`config.mk`:
```
export PLATFORM = sky130hd
export DESIGN_NAME = signal_head_seq
export DESIGN_NICKNAME = d
export VERILOG_FILES = /design/src/rtl/signal_head_seq.sv
export SDC_FILE = /design/constraint.sdc
export NUM_CORES = 1
export LEC_CHECK = 0
export BUFFER_PORTS_ARGS = -buffer_cell sky130_fd_sc_hd__buf_4
export CORE_MARGIN = 4
export CORE_UTILIZATION = 31
export CTS_CLUSTER_SIZE = 24
export DETAILED_ROUTE_END_ITERATION = 10
export PLACE_DENSITY = 0.62
export REMOVE_ABC_BUFFERS = 1
export SLEW_MARGIN = 5
export SYNTH_ARGS = -nofsm -noshare
export SYNTH_HDL_FRONTEND = slang
export SYNTH_SLANG_ARGS = --single-unit
```
`constraint.sdc`:
```
create_clock -name clk -period 4.4 [get_ports clk]
set_input_delay 0.44 -clock clk [delete_from_list [all_inputs] [get_ports clk]]
set_output_delay 0.44 -clock clk [all_outputs]
set_load 0.03 [all_outputs]
```
`src/rtl/signal_head_seq.sv`:
```
// Lamp sequencer: one-hot approach grant -> red/yellow/green lamp drives with safe clearance.
// Optional FLASH_ON_FAULT_EN: flash all reds while a fault holds the intersection all-red.
`timescale 1ns/1ps
module signal_head_seq #(
    parameter int YELLOW_CYCLES  = 3,
    parameter int ALL_RED_CYCLES = 2,
    parameter int FLASH_HALF     = 4
) (
    input  logic       clk,
    input  logic       rst,
    input  logic [3:0] grant,
    output logic [3:0] green,
    output logic [3:0] yellow,
    output logic [3:0] red,
    output logic       busy,
    output logic       fault
);

    typedef enum logic [1:0] {
        ST_ALL_RED = 2'd0,
        ST_GREEN   = 2'd1,
        ST_YELLOW  = 2'd2
    } state_t;

    localparam int CNT_MAX = (YELLOW_CYCLES > ALL_RED_CYCLES) ? YELLOW_CYCLES : ALL_RED_CYCLES;
    localparam int CW      = $clog2(CNT_MAX + 1);
    localparam logic [CW-1:0] YEL_LOAD = CW'(YELLOW_CYCLES);
    localparam logic [CW-1:0] AR_LOAD  = CW'(ALL_RED_CYCLES);

    if (YELLOW_CYCLES < 1 || ALL_RED_CYCLES < 1 || FLASH_HALF < 1) begin : g_param_check
        $error("signal_head_seq: cycle parameters must be >= 1");
    end

    state_t          state_q, state_d;
    logic [3:0]      active_q, active_d;
    logic [CW-1:0]   cnt_q, cnt_d;
    logic            grant_valid;
    logic            fault_d;
    logic            lamp_on_d;
    logic [3:0]      green_d, yellow_d, red_d;
    logic            busy_d;

    assign grant_valid = (grant != 4'b0000) && ((grant & (grant - 4'd1)) == 4'b0000);
    assign fault_d     = ~grant_valid;

    always_comb begin
        state_d  = state_q;
        active_d = active_q;
        cnt_d    = (cnt_q == '0) ? '0 : cnt_q - CW'(1);
        case (state_q)
            ST_ALL_RED: begin
                // counter at 1 is the sample cycle; 0 means held expired after an invalid sample
                if (cnt_q <= CW'(1)) begin
                    cnt_d = '0;
                    if (grant_valid) begin
                        active_d = grant;
                        state_d  = ST_GREEN;
                    end
                end
            end
            ST_GREEN: begin
                if (grant != active_q) begin
                    state_d = ST_YELLOW;
                    cnt_d   = YEL_LOAD;
                end
            end
            ST_YELLOW: begin
                if (cnt_q <= CW'(1)) begin
                    state_d  = ST_ALL_RED;
                    active_d = '0;
                    cnt_d    = AR_LOAD;
                end
            end
            default: begin
                state_d  = ST_ALL_RED;
                active_d = '0;
                cnt_d    = AR_LOAD;
            end
        endcase
    end

`ifdef FLASH_ON_FAULT_EN
    localparam int FW = (FLASH_HALF > 1) ? $clog2(FLASH_HALF) : 1;
    localparam logic [FW-1:0] FLASH_LAST = FW'(FLASH_HALF - 1);

    logic [FW-1:0] flash_cnt_q, flash_cnt_d;
    logic          flash_on_q, flash_on_d;
    logic          flash_act_q, flash_act_d;

    // phase and count describe what is currently displayed, so a new flash always starts lit
    always_comb begin
        flash_act_d = fault_d && (state_d == ST_ALL_RED);
        flash_cnt_d = '0;
        flash_on_d  = 1'b1;
        if (flash_act_d && flash_act_q) begin
            if (flash_cnt_q == FLASH_LAST) begin
                flash_on_d = ~flash_on_q;
            end else begin
                flash_cnt_d = flash_cnt_q + FW'(1);
                flash_on_d  = flash_on_q;
            end
        end
    end

    always_ff @(posedge clk) begin
        if (rst) begin
            flash_cnt_q <= '0;
            flash_on_q  <= 1'b1;
            flash_act_q <= 1'b0;
        end else begin
            flash_cnt_q <= flash_cnt_d;
            flash_on_q  <= flash_on_d;
            flash_act_q <= flash_act_d;
        end
    end

    assign lamp_on_d = flash_on_d;
`else
    assign lamp_on_d = 1'b1;
`endif

    always_comb begin
        green_d  = (state_d == ST_GREEN)  ? active_d : 4'b0000;
        yellow_d = (state_d == ST_YELLOW) ? active_d : 4'b0000;
        red_d    = ~(green_d | yellow_d) & {4{lamp_on_d}};
        busy_d   = (state_d != ST_GREEN);
    end

    always_ff @(posedge clk) begin
        if (rst) begin
            state_q  <= ST_ALL_RED;
            active_q <= '0;
            cnt_q    <= AR_LOAD;
            green    <= '0;
            yellow   <= '0;
            red      <= '1;
            busy     <= 1'b1;
            fault    <= 1'b0;
        end else begin
            state_q  <= state_d;
            active_q <= active_d;
            cnt_q    <= cnt_d;
            green    <= green_d;
            yellow   <= yellow_d;
            red      <= red_d;
            busy     <= busy_d;
            fault    <= fault_d;
        end
    end

endmodule

```
---- After elaboration in Yosys (flattened, before gate mapping) ----
Cells that the tools add are included.
word-level totals
  output and inout bits ................... 14
  word-level logic and storage cells ...... 42
  bits of input ports ..................... 6
  register bits after elaboration ......... 22
operators by class
  muxes and demuxes ....................... 16
  eq/ne operators ......................... 6
  reduce and logical (&&, ||, !) cells .... 5
  $lt $le $gt $ge ......................... 1
  add/subtract/negate cells ............... 2
  bitwise gates (word level) .............. 4
operators with widths
  operator                                                                number
  4-bit 2-to-1 mux                                                        5
  2-bit 2-to-1 mux                                                        8
  2-bit case mux with 3 select lines                                      2
  4-bit case mux with 3 select lines                                      1
  4-bit bitwise AND                                                       1
  2-bit by 1-bit equality test with 1-bit output (second input constant)  2
  2-bit equality test (second input constant)                             2
  2-bit zero test                                                         2
  4-bit zero test                                                         1
  4-bit != test                                                           1
  4-bit inverter                                                          1
  4-bit OR                                                                1
  4-bit nonzero test                                                      1
  4-bit by 1-bit subtractor with 4-bit output (second input constant)     1
  2-bit by 1-bit <= comparator with 1-bit output (second input constant)  1
  2-bit by 1-bit != test with 1-bit output (second input constant)        1
  2-bit by 1-bit subtractor with 2-bit output (second input constant)     1
  1-bit logical AND                                                       1
  1-bit inverter                                                          1

---- Depth between registers and ports, before layout ----
Gate-level depths: netlist (run 1).
  depth in word-level cells ............... 11
  mapped depth ............................ 6
  gate-level depth less buffers ........... 5

---- Least setup slack after synthesis (run 1) ----
Ideal clock, no wire load.
  path kind ............................... input-to-reg
  start point ............................. in grant[3]
  end point ............................... reg yellow[3]
  slack ................................... 2.799 ns
  path buffers ............................ 1
  library setup time ...................... 0.126 ns
  stages on the path ...................... 6
  arrival ................................. 1.475 ns
  required time ........................... 4.274 ns
  cell sequence ........................... buf_6 > xnor2_1 > or3_4 > a31o_1 > a32oi_2 > nor2_1
between the ends
  cells in the longest elaborated chain, start to end .. 9
  elaborated cells on any way between the ends .. 15
  classes of those cells .................. add/sub: 1; eq/ne: 2; mux: 8; bitwise: 1; reduce/logical: 3
RTL lines
  what                                         RTL line  source
  from (decl)                                  11        input logic [3:0] grant,
  4-bit by 1-bit subtractor with 4-bit output  43        assign grant_valid = (grant != 4'b0000) && ((grant & (grant - 4'd1)) == 4'b0000);
  4-bit bitwise AND                            43
  4-bit zero test                              43
  1-bit logical AND                            43
  2-bit 2-to-1 mux                             55        if (grant_valid) begin
  2-bit 2-to-1 mux                             53        if (cnt_q <= CW'(1)) begin
  2-bit case mux with 3 select lines           50        case (state_q)
  2-bit equality test                          124       yellow_d = (state_d == ST_YELLOW) ? active_d : 4'b0000;
  4-bit 2-to-1 mux *                           124
  to (signal assigned)                         144       yellow <= yellow_d;
  to (decl)                                    13        output logic [3:0] yellow,
Every way passes the cells marked *; elsewhere a longest branch is shown, timed or not.
A chain may end at the register's enable or synchronous reset.

---- Worst setup path after layout (run 1) ----
  start point ............................. reg state_q[0]
  end point ............................... reg red[2]
between the ends
  cells in the longest elaborated chain, start to end .. 7
  elaborated cells on any way between the ends .. 15
  classes of those cells .................. eq/ne: 4; mux: 8; bitwise: 2; reduce/logical: 1
RTL lines
  what                                                                                          RTL line  source
  from (decl)                                                                                   34        state_t state_q, state_d;
  from (signal assigned)                                                                        140       state_q <= state_d;
  2-bit 2-to-1 mux                                                                              55
  2-bit 2-to-1 mux                                                                              53
  2-bit case mux with 3 select lines                                                            50
  2-bit by 1-bit equality test with 1-bit output / 2-bit equality test (equally long branches)  123, 124
  4-bit 2-to-1 mux, on equally long branches                                                    123, 124
  4-bit OR *                                                                                    125       red_d = ~(green_d | yellow_d) & {4{lamp_on_d}};
  4-bit inverter *                                                                              125
  to (signal assigned)                                                                          145       red <= red_d;
  to (decl)                                                                                     14        output logic [3:0] red,
Marks and branches as above.

==> qor.csv, run 1 <==
stage;metric;value;unit
clock_network;CTS buffer count;3;
placement;placed wire-length estimate;1380;µm
global_routing;antenna violations before repair;0;
setup_path;CP Capture Type;register;
clock_network;CTS root buf;clkbuf_4;
route;First-pass DRT Iterations;4;
clock_network;CTS tree;built;
synth;Post-Synthesis Cell Area;900;µm²
setup_path;CP max-delay cell;nor4_1;
sta;clk_skew;0.00305;ns
status;outcome;complete, no violations;
synth;area share of fa/ha/maj cells after synthesis;0;%
clock_network;CTS resizes;0;
clock_network;CTS Sinks;22;
clock_network;Post-CTS Setup Inserts;0;
route;DRT iter0 DRCs;15;
run;max_cap viols;0;
synth;Main synth FF type;dfxtp_1;
global_routing;vias in the first global route;662;
synth;XOR/XNOR share of the synthesized area;4.87;%
synth;synth warn;0;
sta;Slew @ Worst Pin;0.586;ns
sta;final-report hold violation count;0;
synth;Cell variety after synth;31;
route;vias per cell;4.94;
global_routing;GR Util All Layers;10.2;%
global_routing;Congestion Overflow GR;0;
final_layout;Area growth syn-to-layout;22.9;%
hold_path;class of the worst hold path;primary input to register;
clock_network;cts hold-fix bufs;0;
floorplanning;Core Footprint;2760;µm²
sta;Final Max Slew Viols;0;
synth;asr flop ratio synth;0;%
placement;Final GP Congestion;0.856;
floorplanning;starting density of the core;32.6;%
sta;final setup fails;0;
pwr;peak supply drop;191;µV
pwr;Pwr Density;373;nW/µm²
route;via count;706;
clock_network;Worst-Skew Late Latency;0.30;ns
setup_path;CP Class;register to register;
final_layout;share of cells above drive strength 1;30.4;%
setup_path;worst-path maximum fanout;11;
synth;Mapped Avg Cell Area;9.78;µm²
synth;largest family of logic cells by synthesized area;simple AND/OR/NAND/NOR gates;
setup_path;worst path required time;4.61;ns
sta;FMAX;610;MHz
sta;Fin Setup TNS;0;ns
final_layout;Diodes inserted;0;
setup_path;CP startpoint kind;register;
clock_network;number of H-tree levels;1;
route;final WL;1770;µm
synth;register area share after synthesis;49.0;%
setup_path;CP peak stage delay;0.59;ns
setup_path;Critical Path AT;1.85;ns
floorplanning;Die Wd;61.9;µm
clock_network;clock slew at reported path FFs;0.12;ns
sta;Tmin final;1.64;ns
placement;I/O Buffers;19;
route;drt wl/cell;12.4;µm
setup_path;worst-path cell chain;nor4_1 -> a32o_1 -> a31oi_2 -> nand2b_1;
floorplanning;row cnt;19;
route;DRC viols;0;
pwr;LEAKAGE;0.450;nW
sta;Worst slew margin;60.5;%
synth;number of synthesized flops with an enable pin;0;
synth;Synth Area in Compound Gates;18.6;%
synth;post-synthesis mux area share;0;%
floorplanning;chip height;61.9;µm
global_routing;largest net degree at the start of global routing;14;
final_layout;fin nets;119;
sta;Final Cycle Share;37.2;%
floorplanning;Die Area;3830;µm²
pwr;Tot Pwr;413;µW
sta;RSZ-0062 raised after global routing;false;
clock_network;CTS Buffer Depth;2;
route;Detail Route Antenna Nets;0;
global_routing;first-pass GRT wire length;2900;µm
synth;simple-gate share of the synthesized area;22.4;%
floorplanning;I/O pins;20;
synth;Mapped Cells;92;
synth;Synth Register Bits;22;
## per-layer routing
metal,part of all wire [%],GRT usage (%)
met5,0,0
met4,1.8,2.73
met1,47,13.7
met3,7.9,2.48
met2,43,16.3
## path summary, 6_finish.rpt
| path | startpoint | end | slack [ns] | depth (start not counted) |
|---|---|---|---|---|
| worst max-delay path | state_q[0] | red[2] | 2.76 | 4 |
| worst min-delay path | rst | fault | 0.32 | 2 |
| worst max register to register | state_q[0] | red[2] | 2.76 | 4 |
| worst min register to register | cnt_q[0] | cnt_q[1] | 0.53 | 2 |
## registers in the layout, summed over array words and instances, names as in the netlist
signal and cells:
green 4, fault 1, red 4, active_q 4
cnt_q 2, busy 1, yellow 4, state_q 2
## metrics by stage
step	hold WS (ns)	cell area, µm²	util (%)	cells	setup WS, ns
global placement	0.473	1050	38.2	139	2.65
CTS	0.324	1110	40.1	143	2.79
floorplan	0.455	872	-	89	2.92
global route	0.316	1110	40.1	143	2.66
finish	0.325	1110	40.1	143	2.76
detailed placement	0.496	1050	38.2	139	2.62
## cell usage after synthesis (all sizes together) (2+ instances only)
master / n / area [µm²]
a31o: 2 / 17.5
a31oi: 4 / 58.8
a32o: 2 / 20.0
buf: 3 / 27.5
dfxtp: 22 / 440
inv: 5 / 18.8
nand2: 5 / 18.8
nand2b: 4 / 25.0
nor2: 22 / 82.6
o21ai: 2 / 10.0
xnor2: 5 / 43.8
## cell usage in the layout (no fill, tap or decap), types with 2 or more instances in the layout
cell      count
nand2b_1      4
dfxtp_1      22
inv_1         4
nand2_1       5
o21ai_0       2
clkbuf_4      3
xnor2_1       5
buf_4        19
nor2_1       22
a31oi_2       3
a32o_1        2
## where the power goes
part | switching, mW | internal [mW]
combinational | 0.0279 | 0.0210
clock | 0.0616 | 0.0920
sequential | 0.00546 | 0.205
## worst max-delay path, delay by kind of cell (launching register included)
| family | cells | cell delay (ns) |
|---|---|---|
| DFF | 1 | 0.43 |
| AOI/OAI and AO/OA | 2 | 0.36 |
| and+or+nand+nor | 2 | 0.76 |
## area by class of cell
cell class                      count  area [µm²]
Clock buffer                        3        22.5
Clock inverter                      1        30.0
Fill cell                         289        1650
Inverter                            5        18.8
Multi-Input combinational cell     62         413
Sequential cell                    22         440
Tap cell                           31        38.8
Timing Repair Buffer               19         143
## cell families after synthesis
kind of cell,count (synthesis)
AOI/OAI and AO/OA,17
and+or+nand+nor,40
DFF,22
xor gates and xnor gates,5
buffers and inverters,8
Note: power is estimated with default switching activity, not from simulation.
==> run 2: changes to the inputs <==
clock period = 1.7 ns   (was 4.4 ns; I/O delays follow)
==> qor.csv, run 2 (synthesis gave the netlist of run 1 again) <==
stage;metric;value;unit;change
setup_path;CP Capture Type;register;;unchanged
floorplanning;Die Area;3830;µm²;unchanged
clock_network;cts hold-fix bufs;0;;unchanged
clock_network;CTS resizes;0;;unchanged
global_routing;antenna violations before repair;0;;unchanged
placement;Final GP Congestion;0.771;;was 0.856
setup_path;family with the most delay on the worst path;flip-flops;;was simple AND/OR/NAND/NOR gates
floorplanning;Die Wd;61.9;µm;unchanged
final_layout;Area growth syn-to-layout;24.6;%;was 22.9%
final_layout;share of cells above drive strength 1;31.6;%;was 30.4%
clock_network;Worst-Skew Late Latency;0.30;ns;about the same
floorplanning;row cnt;19;;unchanged
sta;final-report hold violation count;0;;unchanged
setup_path;CP peak stage delay;0.52;ns;was 0.59 ns
sta;Slew @ Worst Pin;0.400;ns;was 0.586 ns
route;final WL;1690;µm;was 1770 µm
final_layout;fin cells;145;;was 143
sta;clk_skew;0.00972;ns;was 0.00305 ns
sta;Fin Hold WS;0.0710;ns;was 0.325 ns
final_layout;fin nets;121;;was 119
sta;Final Max Slew Viols;0;;unchanged
setup_path;worst-path maximum fanout;11;;unchanged
floorplanning;Core Footprint;2760;µm²;unchanged
clock_network;number of H-tree levels;1;;unchanged
route;DRT iter0 DRCs;14;;was 15
run;max_cap viols;0;;unchanged
route;Detail Route Antenna Nets;0;;unchanged
global_routing;vias in the first global route;610;;was 662
setup_path;CP max-delay cell;dfxtp_1;;was nor4_1
setup_path;Buf+Inv Stages, Crit Path;0;;unchanged
global_routing;Congestion Overflow GR;0;;unchanged
route;drt wl/cell;11.7;µm;was 12.4 µm
final_layout;final-layout fill cell count;292;;was 289
route;via count;683;;was 706
placement;placed wire-length estimate;1350;µm;was 1380 µm
setup_path;worst-path cell chain;or2b_2 -> o21ai_0 -> a32o_1 -> a31oi_2 -> nand2b_1;;was nor4_1 -> a32o_1 -> a31oi_2 -> nand2b_1
final_layout;register area;440;µm²;unchanged
placement;I/O Buffers;19;;unchanged
sta;RSZ-0062 raised after global routing;false;;unchanged
pwr;LEAKAGE;0.459;nW;was 0.450 nW
final_layout;most frequent cells in the layout;22 x nor2_1, 22 x dfxtp_1, 21 x buf_4, 5 x xnor2_1, 5 x nand2_1;;was 22 x nor2_1, 22 x dfxtp_1, 19 x buf_4, 5 x xnor2_1, 5 x nand2_1
clock_network;CTS root buf;clkbuf_4;;unchanged
sta;Tmin final;1.54;ns;was 1.64 ns
pwr;Pwr Density;948;nW/µm²;was 373 nW/µm²
status;outcome;complete, no violations;;unchanged
setup_path;CP startpoint kind;register;;unchanged
sta;Fin Setup TNS;0;ns;unchanged
sta;Worst slew margin;73.0;%;was 60.5%
clock_network;CTS Buffer Depth;2;;unchanged
route;DRC viols;0;;unchanged
final_layout;Diodes inserted;0;;unchanged
clock_network;CTS Sinks;22;;unchanged
setup_path;Critical Path AT;1.75;ns;was 1.85 ns
floorplanning;starting density of the core;32.6;%;unchanged
floorplanning;chip height;61.9;µm;unchanged
floorplanning;I/O pins;20;;unchanged
setup_path;CP Class;register to register;;unchanged
clock_network;CTS tree;built;;unchanged
hold_path;class of the worst hold path;primary input to register;;unchanged
route;First-pass DRT Iterations;4;;unchanged
sta;final setup fails;0;;unchanged
clock_network;Post-CTS Setup Inserts;0;;unchanged
placement;placed cells;141;;was 139
clock_network;clock slew at reported path FFs;0.12;ns;about the same
setup_path;worst path required time;1.91;ns;was 4.61 ns
route;vias per cell;4.71;;was 4.94
clock_network;CTS buffer count;3;;unchanged
final_layout;footprint of the multi-input gates;413;µm²;unchanged
global_routing;GR Util All Layers;9.70;%;was 10.2%
global_routing;largest net degree at the start of global routing;14;;unchanged
global_routing;first-pass GRT wire length;2750;µm;was 2900 µm
pwr;peak supply drop;504;µV;was 191 µV
sta;FMAX;650;MHz;was 610 MHz
pwr;Tot Pwr;1.06;mW;was 413 µW
sta;Final Cycle Share;90.5;%;was 37.2%
[run 2: worst paths after layout]
path | startpoint | to | slack [ns] | cells after the start
worst max-delay path | state_q[0] | red[2] | 0.16 | 5
worst min register to register | cnt_q[0] | cnt_q[1] | 0.52 | 2
worst min-delay path | rst | active_q[0] | 0.07 | 2
worst max register to register | state_q[0] | red[2] | 0.16 | 5
[run 2: worst register-to-register path, cell delays in order, from the launching register on]
cell      delay [ns]
dfxtp_1         0.52
or2b_2          0.34
o21ai_0         0.17
a32o_1          0.21
a31oi_2         0.06
nand2b_1        0.16
[run 2: final cells by class]
| type | instances | area share [%] |
|---|---|---|
| clock buffers | 3 | 2.01 |
| multi-input cells | 62 | 36.8 |
| inverters | 5 | 1.67 |
| repair buffers | 21 | 14.1 |
| well taps | 31 | 3.46 |
| flip-flops and latches | 22 | 39.3 |
| clock inverters | 1 | 2.68 |
[run 2: layer usage]
| metal | track usage, % | wire length, µm | vias up |
|---|---|---|---|
| li1 | - | - | 358 |
| met1 | 13.0 | 822 | 304 |
| met2 | 15.8 | 715 | 19 |
| met3 | 2.48 | 143 | 2 |
| met4 | 1.82 | 9 | 0 |
| met5 | 0 | 0 | - |
[run 2: report_power, final]
part / switching, mW / internal [mW] / leakage (nW)
clock network: 0.151 / 0.238 / 0.0279
registers: 0.0134 / 0.530 / 0.179
logic: 0.0722 / 0.0574 / 0.252
[run 2: metrics by stage]
step / area (µm²) / setup WS [ns] / utilization, %
2_1_floorplan: 872 / 0.321 / -
3_3_place_gp: 1070 / 0.150 / 38.7
3_5_place_dp: 1070 / 0.172 / 38.7
4_1_cts: 1120 / 0.158 / 40.7
5_1_grt: 1120 / 0.0444 / 40.7
6_report: 1120 / 0.161 / 40.7
